File: src/rtl/adf4158_ctrl.sv
// adf4158_ctrl: powers up the ADF4158, shifts its ten configuration words over
// the 3-wire bus, then turns MUXOUT rising edges into ramp_start / ramp_on.
module adf4158_ctrl #(
    parameter int unsigned CE_DELAY    = 1000,
    parameter int unsigned RAMP_CYCLES = 40000,
    parameter logic [31:0] R7          = 32'h0000_0007,
    parameter logic [31:0] R6_0        = 32'h0000_0006,
    parameter logic [31:0] R6_1        = 32'h0080_0006,
    parameter logic [31:0] R5_0        = 32'h0000_0005,
    parameter logic [31:0] R5_1        = 32'h0080_0005,
    parameter logic [31:0] R4          = 32'h0018_0104,
    parameter logic [31:0] R3          = 32'h0000_0043,
    parameter logic [31:0] R2          = 32'h0040_800A,
    parameter logic [31:0] R1          = 32'h0000_0001,
    parameter logic [31:0] R0          = 32'h807C_8000
) (
    input  logic clk,
    input  logic rst_n,
    input  logic enable,
    input  logic muxout,
    output logic config_done,
    output logic ce,
    output logic le,
    output logic sclk,
    output logic data,
    output logic txdata,
    output logic ramp_start,
    output logic ramp_on
);

    localparam int unsigned CE_W     = (CE_DELAY > 1) ? $clog2(CE_DELAY) : 1;
    localparam int unsigned RAMP_W   = (RAMP_CYCLES > 1) ? $clog2(RAMP_CYCLES) : 1;
    localparam int unsigned WORD_W   = 4;
    localparam int unsigned BIT_W    = 5;
    localparam int unsigned N_WORDS  = 10;

    typedef enum logic [2:0] {
        ST_IDLE    = 3'd0,
        ST_CE_WAIT = 3'd1,
        ST_LOAD    = 3'd2,
        ST_SHIFT   = 3'd3,
        ST_LATCH   = 3'd4,
        ST_DONE    = 3'd5
    } state_t;

    state_t              r_state;
    logic                r_ce;
    logic                r_le;
    logic                r_sclk;
    logic                r_data;
    logic                r_done;
    logic [CE_W-1:0]     r_ce_cnt;
    logic [WORD_W-1:0]   r_word;
    logic [BIT_W-1:0]    r_bit;
    logic                r_lat;
    logic [31:0]         r_sr;

    logic                r_mux_s1;
    logic                r_mux_s2;
    logic                r_mux_s3;
    logic                r_ramp_start;
    logic                r_ramp_on;
    logic [RAMP_W-1:0]   r_ramp_cnt;

    logic [31:0]         w_word;
    logic                w_mux_rise;
    logic                w_in_done;

    // Word k of the sequence, with the control bits forced to the register index.
    always_comb begin
        w_word = {R0[31:3], 3'd0};
        case (r_word)
            4'd0:    w_word = {R7[31:3],   3'd7};
            4'd1:    w_word = {R6_0[31:3], 3'd6};
            4'd2:    w_word = {R6_1[31:3], 3'd6};
            4'd3:    w_word = {R5_0[31:3], 3'd5};
            4'd4:    w_word = {R5_1[31:3], 3'd5};
            4'd5:    w_word = {R4[31:3],   3'd4};
            4'd6:    w_word = {R3[31:3],   3'd3};
            4'd7:    w_word = {R2[31:3],   3'd2};
            4'd8:    w_word = {R1[31:3],   3'd1};
            default: w_word = {R0[31:3],   3'd0};
        endcase
    end

    // Configuration sequencer; r_sr[31] always mirrors the bit on the data pin.
    always_ff @(posedge clk or negedge rst_n) begin
        if (!rst_n) begin
            r_state  <= ST_IDLE;
            r_ce     <= 1'b0;
            r_le     <= 1'b1;
            r_sclk   <= 1'b0;
            r_data   <= 1'b0;
            r_done   <= 1'b0;
            r_ce_cnt <= '0;
            r_word   <= '0;
            r_bit    <= '0;
            r_lat    <= 1'b0;
            r_sr     <= '0;
        end else begin
            case (r_state)
                ST_IDLE: begin
                    if (enable) begin
                        r_ce     <= 1'b1;
                        r_ce_cnt <= '0;
                        r_word   <= '0;
                        r_state  <= ST_CE_WAIT;
                    end
                end
                ST_CE_WAIT: begin
                    if (r_ce_cnt == CE_W'(CE_DELAY - 1)) begin
                        r_le    <= 1'b0;
                        r_sr    <= w_word;
                        r_data  <= w_word[31];
                        r_state <= ST_LOAD;
                    end else begin
                        r_ce_cnt <= r_ce_cnt + 1'b1;
                    end
                end
                ST_LOAD: begin
                    r_sclk  <= 1'b1;
                    r_bit   <= '0;
                    r_state <= ST_SHIFT;
                end
                ST_SHIFT: begin
                    if (r_sclk) begin
                        // Falling half: advance data so it settles before the next rise.
                        r_sclk <= 1'b0;
                        if (r_bit != BIT_W'(31)) begin
                            r_sr   <= {r_sr[30:0], 1'b0};
                            r_data <= r_sr[30];
                        end
                    end else if (r_bit == BIT_W'(31)) begin
                        r_le    <= 1'b1;
                        r_lat   <= 1'b0;
                        r_state <= ST_LATCH;
                    end else begin
                        r_sclk <= 1'b1;
                        r_bit  <= r_bit + 1'b1;
                    end
                end
                ST_LATCH: begin
                    if (!r_lat) begin
                        r_lat  <= 1'b1;
                        r_word <= r_word + 1'b1;
                    end else if (r_word == WORD_W'(N_WORDS)) begin
                        r_done  <= 1'b1;
                        r_data  <= 1'b0;
                        r_state <= ST_DONE;
                    end else begin
                        r_le    <= 1'b0;
                        r_sr    <= w_word;
                        r_data  <= w_word[31];
                        r_state <= ST_LOAD;
                    end
                end
                ST_DONE: begin
                    r_done <= 1'b1;
                end
                default: begin
                    r_state <= ST_IDLE;
                end
            endcase
        end
    end

    assign w_in_done  = (r_state == ST_DONE);
    assign w_mux_rise = r_mux_s2 & ~r_mux_s3;

    // MUXOUT synchronizer and ramp window; a fresh edge always reloads the window.
    always_ff @(posedge clk or negedge rst_n) begin
        if (!rst_n) begin
            r_mux_s1     <= 1'b0;
            r_mux_s2     <= 1'b0;
            r_mux_s3     <= 1'b0;
            r_ramp_start <= 1'b0;
            r_ramp_on    <= 1'b0;
            r_ramp_cnt   <= '0;
        end else begin
            r_mux_s1     <= muxout;
            r_mux_s2     <= r_mux_s1;
            r_mux_s3     <= r_mux_s2;
            r_ramp_start <= w_mux_rise & w_in_done;
            if (w_mux_rise && w_in_done) begin
                r_ramp_on  <= 1'b1;
                r_ramp_cnt <= RAMP_W'(RAMP_CYCLES - 1);
            end else if (r_ramp_on) begin
                if (r_ramp_cnt == '0) begin
                    r_ramp_on <= 1'b0;
                end else begin
                    r_ramp_cnt <= r_ramp_cnt - 1'b1;
                end
            end
        end
    end

    assign config_done = r_done;
    assign ce          = r_ce;
    assign le          = r_le;
    assign sclk        = r_sclk;
    assign data        = r_data;
    assign txdata      = 1'b0;
    assign ramp_start  = r_ramp_start;
    assign ramp_on     = r_ramp_on;

endmodule

File: config.mk
export PLATFORM = sky130hd
export DESIGN_NAME = adf4158_ctrl
export DESIGN_NICKNAME = d
export VERILOG_FILES = /design/src/rtl/adf4158_ctrl.sv
export SDC_FILE = /design/constraint.sdc
export NUM_CORES = 1
export LEC_CHECK = 0
export CORE_AREA = 4 4 87 89
export CTS_CLUSTER_DIAMETER = 50
export DETAILED_ROUTE_END_ITERATION = 12
export DIE_AREA = 0 0 91 93
export PLACE_DENSITY = 0.74
export SLEW_MARGIN = 20
export SYNTH_ARGS = -nofsm -noshare
export SYNTH_HDL_FRONTEND = slang
export SYNTH_SLANG_ARGS = --single-unit
File: constraint.sdc
create_clock -name clk -period 2.8 [get_ports clk]
set_input_delay 0.56 -clock clk [delete_from_list [all_inputs] [get_ports clk]]
set_output_delay 0.56 -clock clk [all_outputs]
set_load 0.01 [all_outputs]
==> reports/qor.tcl, run 1 <==
set qor(outcome) {complete, no violations}
set qor(io_buffers) 10
set qor(viasPerCell) 6.000
set qor(number_of_antenna_violating_nets_in_the_routed_design) 0
set qor(num_rows) 30
set qor(clk_root_buffer_cell) {clkbuf_8}
set qor(cts_sinks) 80
set qor(critPathArrivalTime_ns) 2.51
set qor(drt_wl_total_um) 7609
set qor(vias) 3060
set qor(grt_setup_unrepaired) {no}
set qor(synth.yosys.warnings) 0
set qor(syn_area_sq_mm) 0.004061
set qor(hp-class) {in -> async}
set qor(cts_repair_resize_count) 0
set qor(ctsHoldBuffers) 0
set qor(number_of_register_bits_inferred_by_synthesis) 80
set qor(path_clk_slew_ns) 0.08
set qor(worstPathRequired_ns) 3.03
set qor(final_nets) 438
set qor(dieHeight_um) 93
set qor(pin_slew_with_the_least_headroom_to_its_limit_ns) 0.6714
set qor(areaGrowthSynthToFinish_pct) 8.626
set qor(synth-edff-count) 0
set qor(dpl.cell_count) 494
set qor(wl_per_cell_um) 14.92
set qor(largest_net_degree_at_the_start_of_global_routing) 43
set qor(fill_cells) 546
set qor(slew_viol_final) 0
set qor(post_route_cells_drive_above_1_share_pct) 10.70
set qor(cts_setup_buffers) 0
set qor(number_of_buffers_added_by_the_clock_tree_synthesis_step) 9
set qor(worstPathMaxFanout) 8
set qor(instances_no_fill) 510
set qor(asyncSetResetFlopFracSynth_pct) 100.0
set qor(detail_route.first_pass.iterations) 4
set qor(finalWeightedCongestion) 0.8259
set qor(power_density_mw_per_mm2) 929.1
set qor(max_transition_margin_pct) 55.24
set qor(grt_overflow_total) 0
set qor(yosysSeqAreaShare_pct) 49.32
set qor(clkLatencyLatePin_ns) 0.34
set qor(top_level_port_count) 12
set qor(fin_worst_skew_ns) 0.009304
set qor(max-cap-violations) 0
set qor(critPathCaptureType) {flop}
set qor(number_of_antenna_violations_at_the_first_check_in_global_routing) 0
set qor(route.detailed.drc) 0
set qor(grt_first_pass_wirelength_um) 13470
set qor(die_w_um) 91
set qor(synth.distinct_cells) 57
set qor(core_area_sq_mm) 0.006756
set qor(postSynth.topFlopCell) {dfrtp_1}
set qor(vdd.ir_drop.worst_v) 0.0005312
set qor(timing.critical_path.to) {r_sr[8]}
set qor(number_of_global_route_vias_before_repair) 2987
set qor(postSynthNetCount) 430
set qor(tritoncts) {done}
set qor(htree_levels) 3
set qor(fin_setup_tns_ns) 0
set qor(synthesis.instances) 417
set qor(syn-mean-instance-area_sq_um) 9.740
set qor(number_of_drc_markers_after_the_initial_detailed_route_iteration) 171
set qor(timing.setup.critical_path_class) {reg -> reg}
set qor(hpwlAfterDp_um) 5121
set qor(rr_worst_depth) 8
set qor(p_leak_nw) 2.012
set qor(r2r_slack_ns) 0.52
set qor(startpoint) {r_bit[0]}
set qor(global_route.usage.total_pct) 19.47
set qor(n_antenna_cell) 0
set qor(fp.dieArea_sq_mm) 0.008463
set qor(regToRegEndpoint) {r_sr[8]}
set qor(max_freq_mhz) 439.3
set qor(floorplan.initialDensity_pct) 60.11
set qor(reg2reg_from) {r_bit[0]}
set qor(finalHoldViolCount) 0
set qor(post-route-min-period_ns) 2.277
set qor(final.period_utilization_pct) 81.30
set qor(clk_path_buf_depth) 2
set qor(hold_slack_ns) 0.1866
set qor(critical_path.startpoint_type) {flop}
set qor(finalSetupViolCount) 0
[layer usage]
layer	wire length, um	track usage [%]	vias to the layer above
li1	-	-	1504
met1	3687	25.09	1503
met2	3649	32.25	51
met3	236	4.747	2
met4	36	6.784	0
met5	0	0	-
[cell usage after synthesis, types with 2 or more instances]
| master | instances | share of area [%] |
|---|---|---|
| o211ai_1 | 3 | 0.55 |
| o22ai_1 | 2 | 0.31 |
| nor2_1 | 29 | 2.7 |
| clkbuf_1 | 12 | 1.1 |
| nand4b_1 | 3 | 0.65 |
| nor2_4 | 2 | 0.55 |
| xor2_1 | 8 | 1.7 |
| a211o_1 | 2 | 0.43 |
| nand3_1 | 15 | 1.8 |
| buf_6 | 5 | 1.4 |
| buf_1 | 2 | 0.18 |
| or3_1 | 4 | 0.62 |
| a32oi_1 | 2 | 0.43 |
| nor2b_1 | 2 | 0.31 |
| mux2i_1 | 3 | 0.74 |
| nand2_1 | 57 | 5.3 |
| buf_2 | 5 | 0.62 |
| o31ai_1 | 29 | 5.4 |
| a21oi_1 | 15 | 1.8 |
| and3_1 | 4 | 0.62 |
| o21ai_0 | 41 | 5.1 |
| nand4_1 | 3 | 0.46 |
| dfrtp_1 | 79 | 49 |
| mux2_2 | 9 | 2.5 |
| or4_1 | 2 | 0.37 |
| ha_1 | 9 | 2.8 |
| nand2b_1 | 11 | 1.7 |
| nand4bb_1 | 2 | 0.55 |
| xnor2_1 | 4 | 0.86 |
| o41ai_1 | 2 | 0.43 |
| nor3_1 | 8 | 0.99 |
| nor3b_1 | 3 | 0.55 |
| inv_1 | 11 | 1.0 |
| a22o_1 | 6 | 1.3 |
[cells in the final DEF, fill, tap and decap left out, types with 9 or more instances in the layout]
master           instances
clkdlybuf4s50_1          9
nor2_1                  29
nand2_1                 57
nand3_1                 15
clkbuf_8                11
ha_1                     9
mux2_2                   9
o31ai_1                 29
nand2b_1                11
a21oi_1                 15
o21ai_0                 41
buf_4                   13
dfrtp_1                 79
inv_1                   11
[critical path: stages, from the launching register on]
cell      delay [ns]
dfrtp_1         0.42
ha_1            0.24
and3_1          0.19
ha_1            0.22
nand2b_1        0.15
a21oi_1         0.18
o21ai_2         0.13
nor2_4          0.26
mux2_2          0.37
[layout make-up]
type / instances / area [sq um] / share of cell area, %
inverter: 12 / 45.04 / 1.021
timing repair buffer: 22 / 187.7 / 4.254
multi-input combinational: 300 / 1877 / 42.54
clock inverter: 3 / 40.04 / 0.9075
tap: 80 / 100.1 / 2.269
sequential: 80 / 2003 / 45.41
clock buffer: 13 / 158.9 / 3.602
[power by group]
group	internal [mW]	total [mW]	switching, mW
clock	0.459	0.850	0.391
sequential	1.46	1.75	0.289
combinational	0.636	1.49	0.859
[worst min-delay path by stage]
stage               startpoint        endpoint  slack, ns
global placement      r_mux_s1        r_mux_s2       0.33
floorplan                rst_n              ce       0.26
global route             rst_n  r_ramp_cnt[10]       0.21
CTS                      rst_n  r_ramp_cnt[10]       0.19
finish                   rst_n  r_ramp_cnt[10]       0.19
detailed placement    r_mux_s1        r_mux_s2       0.34
[state kept, by name, summed over array words and instances, names as in the netlist]
register     count
r_bit            5
r_mux_s3         1
data             1
le               1
r_ce_cnt        10
config_done      1
r_sr            31
sclk             1
r_mux_s2         1
ramp_start       1
ce               1
ramp_on          1
r_state          3
r_mux_s1         1
r_ramp_cnt      16
r_lat            1
r_word           4
[cells by family (layout without fill, tap and decap cells)]
logic type                 after synthesis  in the layout  share of synthesized area, %
buffers and inverters                   37             50                         4.590
AOI/OAI and AO/OA                      113            113                         18.52
adders and majority gates                9              9                         2.773
DFF                                     80             80                         49.32
muxes                                   12             12                         3.235
other                                    1              1                       0.09233
xor gates and xnor gates                12             12                         2.588
and+or+nand+nor                        153            153                         18.88
[stage by stage]
stage          setup WS (ns)  power [mW]  area [sq um]  util [%]
2_1_floorplan         0.6401       2.972          4061         -
3_3_place_gp          0.5947       3.190          4213     62.35
3_5_place_dp          0.5272       3.263          4213     62.35
4_1_cts               0.5095       4.133          4412     65.30
5_1_grt               0.3330       4.435          4412     65.30
6_report              0.5235       4.099          4412     65.30
Note: power is estimated with default switching activity, not from simulation.
==> run 2, diff against run 1 <==
==> constraint.sdc (replaced) <==
create_clock -name clk -period 2.2 [get_ports clk]
set_input_delay 0.44 -clock clk [delete_from_list [all_inputs] [get_ports clk]]
set_output_delay 0.44 -clock clk [all_outputs]
set_load 0.01 [all_outputs]
==> run 2 against run 1 <==
  * Core utilization is 2.3 points higher
  * Non-clock buffer count grew 12
  * Total power increased by 36%
  * Setup slack lost 0.44 ns
  * Global-route usage grew 0.27 points
  * Critical path type unchanged
  * Critical endpoint is now r_sr[3]
  * Largest cell class unchanged
  * Highest routed layer unchanged
==> reports/qor.tcl, run 2 (synthesis gave the netlist of run 1 again) <==
set qor(outcome) {complete, no violations} ;# unchanged
set qor(finalSetupViolCount) 0 ;# unchanged
set qor(core_area_sq_mm) 0.006756 ;# unchanged
set qor(number_of_buffers_added_by_the_clock_tree_synthesis_step) 9 ;# unchanged
set qor(logic_depth_of_the_worst_setup_path_including_buffers) 8 ;# unchanged
set qor(finalPower_mw) 5.562 ;# was 4.099 mW
set qor(critPathArrivalTime_ns) 2.34 ;# was 2.51 ns
set qor(max-cap-violations) 0 ;# unchanged
set qor(htree_levels) 3 ;# unchanged
set qor(areaGrowthSynthToFinish_pct) 12.48 ;# was 8.626%
set qor(wl_per_cell_um) 14.33 ;# was 14.92 um
set qor(layout.cells.most_common_list) {79 x dfrtp_1, 57 x nand2_1, 41 x o21ai_0} ;# unchanged
set qor(hpwlAfterDp_um) 4981 ;# was 5121 um
set qor(finalHoldViolCount) 0 ;# unchanged
set qor(number_of_antenna_violations_at_the_first_check_in_global_routing) 0 ;# unchanged
set qor(vdd.ir_drop.worst_v) 0.0007967 ;# was 0.0005312 V
set qor(rr_worst_depth) 8 ;# unchanged
set qor(number_of_drc_markers_after_the_initial_detailed_route_iteration) 150 ;# was 171
set qor(num_rows) 30 ;# unchanged
set qor(route.detailed.drc) 0 ;# unchanged
set qor(max_transition_margin_pct) 64.17 ;# was 55.24%
set qor(fin_setup_tns_ns) 0 ;# unchanged
set qor(path_clk_slew_ns) 0.08 ;# about the same
set qor(post_route_cells_drive_above_1_share_pct) 13.57 ;# was 10.70%
set qor(worstPathMaxFanout) 8 ;# unchanged
set qor(power_density_mw_per_mm2) 1218 ;# was 929.1 mW/mm^2
set qor(internal_power_of_the_cells_mw) 3.562 ;# was 2.560 mW
set qor(fin_worst_skew_ns) 0.01117 ;# was 0.009304 ns
set qor(power.share.combinational_pct) 38.5 ;# was 36.5%
set qor(hp-class) {in -> async} ;# unchanged
set qor(number_of_global_route_vias_before_repair) 2901 ;# was 2,987
set qor(top_level_port_count) 12 ;# unchanged
set qor(number_of_antenna_violating_nets_in_the_routed_design) 0 ;# unchanged
set qor(slew_viol_final) 0 ;# unchanged
set qor(most_frequent_standard_cell_in_the_layout_excluding_fill_and_tap_cells) {dfrtp_1} ;# unchanged
set qor(crit_chain) {ha_2, and3_1, ha_2, nand2b_1, a21oi_2, o21ai_2, nor2_4, mux2_2} ;# was ha_1, and3_1, ha_1, nand2b_1, a21oi_1, o21ai_2, nor2_4, mux2_2
set qor(fp.dieArea_sq_mm) 0.008463 ;# unchanged
set qor(critical_path.n_buffers_inverters) 0 ;# unchanged
set qor(final.period_utilization_pct) 96.07 ;# was 81.30%
set qor(vias) 3049 ;# was 3,060
set qor(tritoncts) {done} ;# unchanged
set qor(clkLatencyLatePin_ns) 0.34 ;# about the same
set qor(clk_path_buf_depth) 2 ;# unchanged
set qor(clock_power_share_pct) 22.6 ;# was 20.7%
set qor(viasPerCell) 5.841 ;# was 6.000
set qor(timing.setup.critical_path_class) {reg -> reg} ;# unchanged
set qor(p_leak_nw) 2.101 ;# was 2.012 nW
set qor(path_common_cell) {ha_2} ;# was ha_1
set qor(slowest_stage) {dfrtp_1} ;# unchanged
set qor(die_w_um) 91 ;# unchanged
set qor(max_flop_register) {r_sr} ;# unchanged
set qor(global_route.usage.total_pct) 19.74 ;# was 19.47%
set qor(power.share.sequential_pct) 38.9 ;# was 42.8%
set qor(worstPathRequired_ns) 2.43 ;# was 3.03 ns
set qor(largest_net_degree_at_the_start_of_global_routing) 45 ;# was 43
set qor(io_buffers) 10 ;# unchanged
set qor(critPathCaptureType) {flop} ;# unchanged
set qor(n_antenna_cell) 0 ;# unchanged
set qor(drt_wl_total_um) 7482 ;# was 7609 um
set qor(finalWeightedCongestion) 0.8673 ;# was 0.8259
set qor(cpLargestDelayFamily) {simple AND/OR/NAND/NOR gates} ;# unchanged
set qor(max_freq_mhz) 473.2 ;# was 439.3 MHz
set qor(swShare_pct) 35.97 ;# was 37.55%
set qor(pin_slew_with_the_least_headroom_to_its_limit_ns) 0.5318 ;# was 0.6714 ns
set qor(cts_sinks) 80 ;# unchanged
set qor(clk_root_buffer_cell) {clkbuf_8} ;# unchanged
set qor(grt_first_pass_wirelength_um) 13770 ;# was 13,470 um
set qor(critical_path_s_largest_stage_delay_ns) 0.39 ;# was 0.42 ns
set qor(post-route-min-period_ns) 2.113 ;# was 2.277 ns
set qor(netSwitchingPower_mw) 2.001 ;# was 1.539 mW
set qor(floorplan.initialDensity_pct) 60.11 ;# unchanged
set qor(layout.core_utilization_pct) 67.61 ;# was 65.30%
set qor(grt_overflow_total) 0 ;# unchanged
set qor(largest_register_ffs) 31 ;# unchanged
set qor(final_nets) 450 ;# was 438
set qor(grt_setup_unrepaired) {yes} ;# was no
set qor(dieHeight_um) 93 ;# unchanged
set qor(critical_path.startpoint_type) {flop} ;# unchanged
set qor(reg.largest.list) {r_sr x31, r_ramp_cnt x16, r_ce_cnt x10} ;# unchanged
set qor(detail_route.first_pass.iterations) 5 ;# was 4
-- run 2: worst register-to-register path, cell delays in order (launching register included) --
cell and delay (ns):
dfrtp_1 0.39, ha_2 0.20, and3_1 0.18, ha_2 0.19, nand2b_1 0.16, a21oi_2 0.15
o21ai_2 0.10, nor2_4 0.25, mux2_2 0.37
-- run 2: repair_timing --
item	CTS	global route
pin swaps	1	1
hold buffers	0	0
gates cloned	0	0
buffers inserted	1	0
endpoints found under the setup margin	9	29
resized for setup	2	4
-- run 2: layout make-up --
type / count / area [sq um]
fillers: 544 / 2188
flip-flops and latches: 80 / 2003
multi-input cells: 300 / 1892
repair buffers: 34 / 297.8
clock buffers: 12 / 135.1
well taps: 80 / 100.1
clock inverters: 4 / 95.09
inverters: 12 / 45.04
-- run 2: metal layers --
| metal | vias up | wire length [um] | share of wire (%) | track usage (%) |
|---|---|---|---|---|
| li1 | 1527 | - | - | - |
| met1 | 1454 | 3806 | 51 | 28.40 |
| met2 | 57 | 3317 | 44 | 29.98 |
| met3 | 11 | 250 | 3.3 | 4.827 |
| met4 | 0 | 107 | 1.4 | 5.402 |
| met5 | - | 0 | 0 | 0 |
-- run 2: stage by stage --
stage               hold slack [ns]  instances  cell area (sq um)  worst slack [ns]
floorplan                    0.1444        417               4061           0.04007
global placement             0.3337        505               4308           0.04112
detailed placement           0.3364        505               4308          -0.04101
CTS                         0.05856        522               4552           0.02536
global route                0.07547        522               4568         -0.001261
finish                      0.06043        522               4568           0.08657
-- run 2: final timing paths --
| kind | start | endpoint | slack, ns |
|---|---|---|---|
| worst min-delay path | rst_n | r_ramp_cnt[6] | 0.06 |
| worst max-delay path | r_bit[0] | r_sr[3] | 0.09 |
| worst max register to register | r_bit[0] | r_sr[3] | 0.09 |
| min in group clk | r_mux_s1 | r_mux_s2 | 0.35 |
| max in group asynchronous | rst_n | r_word[1] | 1.54 |
| worst min register to register | r_mux_s1 | r_mux_s2 | 0.35 |
-- run 2: power by group through the flow --
stage / Clock (mW) / Sequential, mW / Combinational, mW
floorplan: 0 / 2.13 / 1.66
global placement: 0 / 2.17 / 2.03
detailed placement: 0 / 2.18 / 2.10
CTS: 1.28 / 2.16 / 2.15
global route: 1.35 / 2.23 / 2.44
finish: 1.26 / 2.16 / 2.14
==> run 3, diff against run 2 <==
--- a/config.mk
+++ b/config.mk
@@ -5,6 +5,7 @@
 export SDC_FILE = /design/constraint.sdc
 export NUM_CORES = 1
 export LEC_CHECK = 0
+export ABC_CLOCK_PERIOD_IN_PS = 2200
 export CORE_AREA = 4 4 87 89
 export CTS_CLUSTER_DIAMETER = 50
 export DETAILED_ROUTE_END_ITERATION = 12
==> results of run 3 <==
The final DEF is identical to that of run 2; final timing and power are the same.
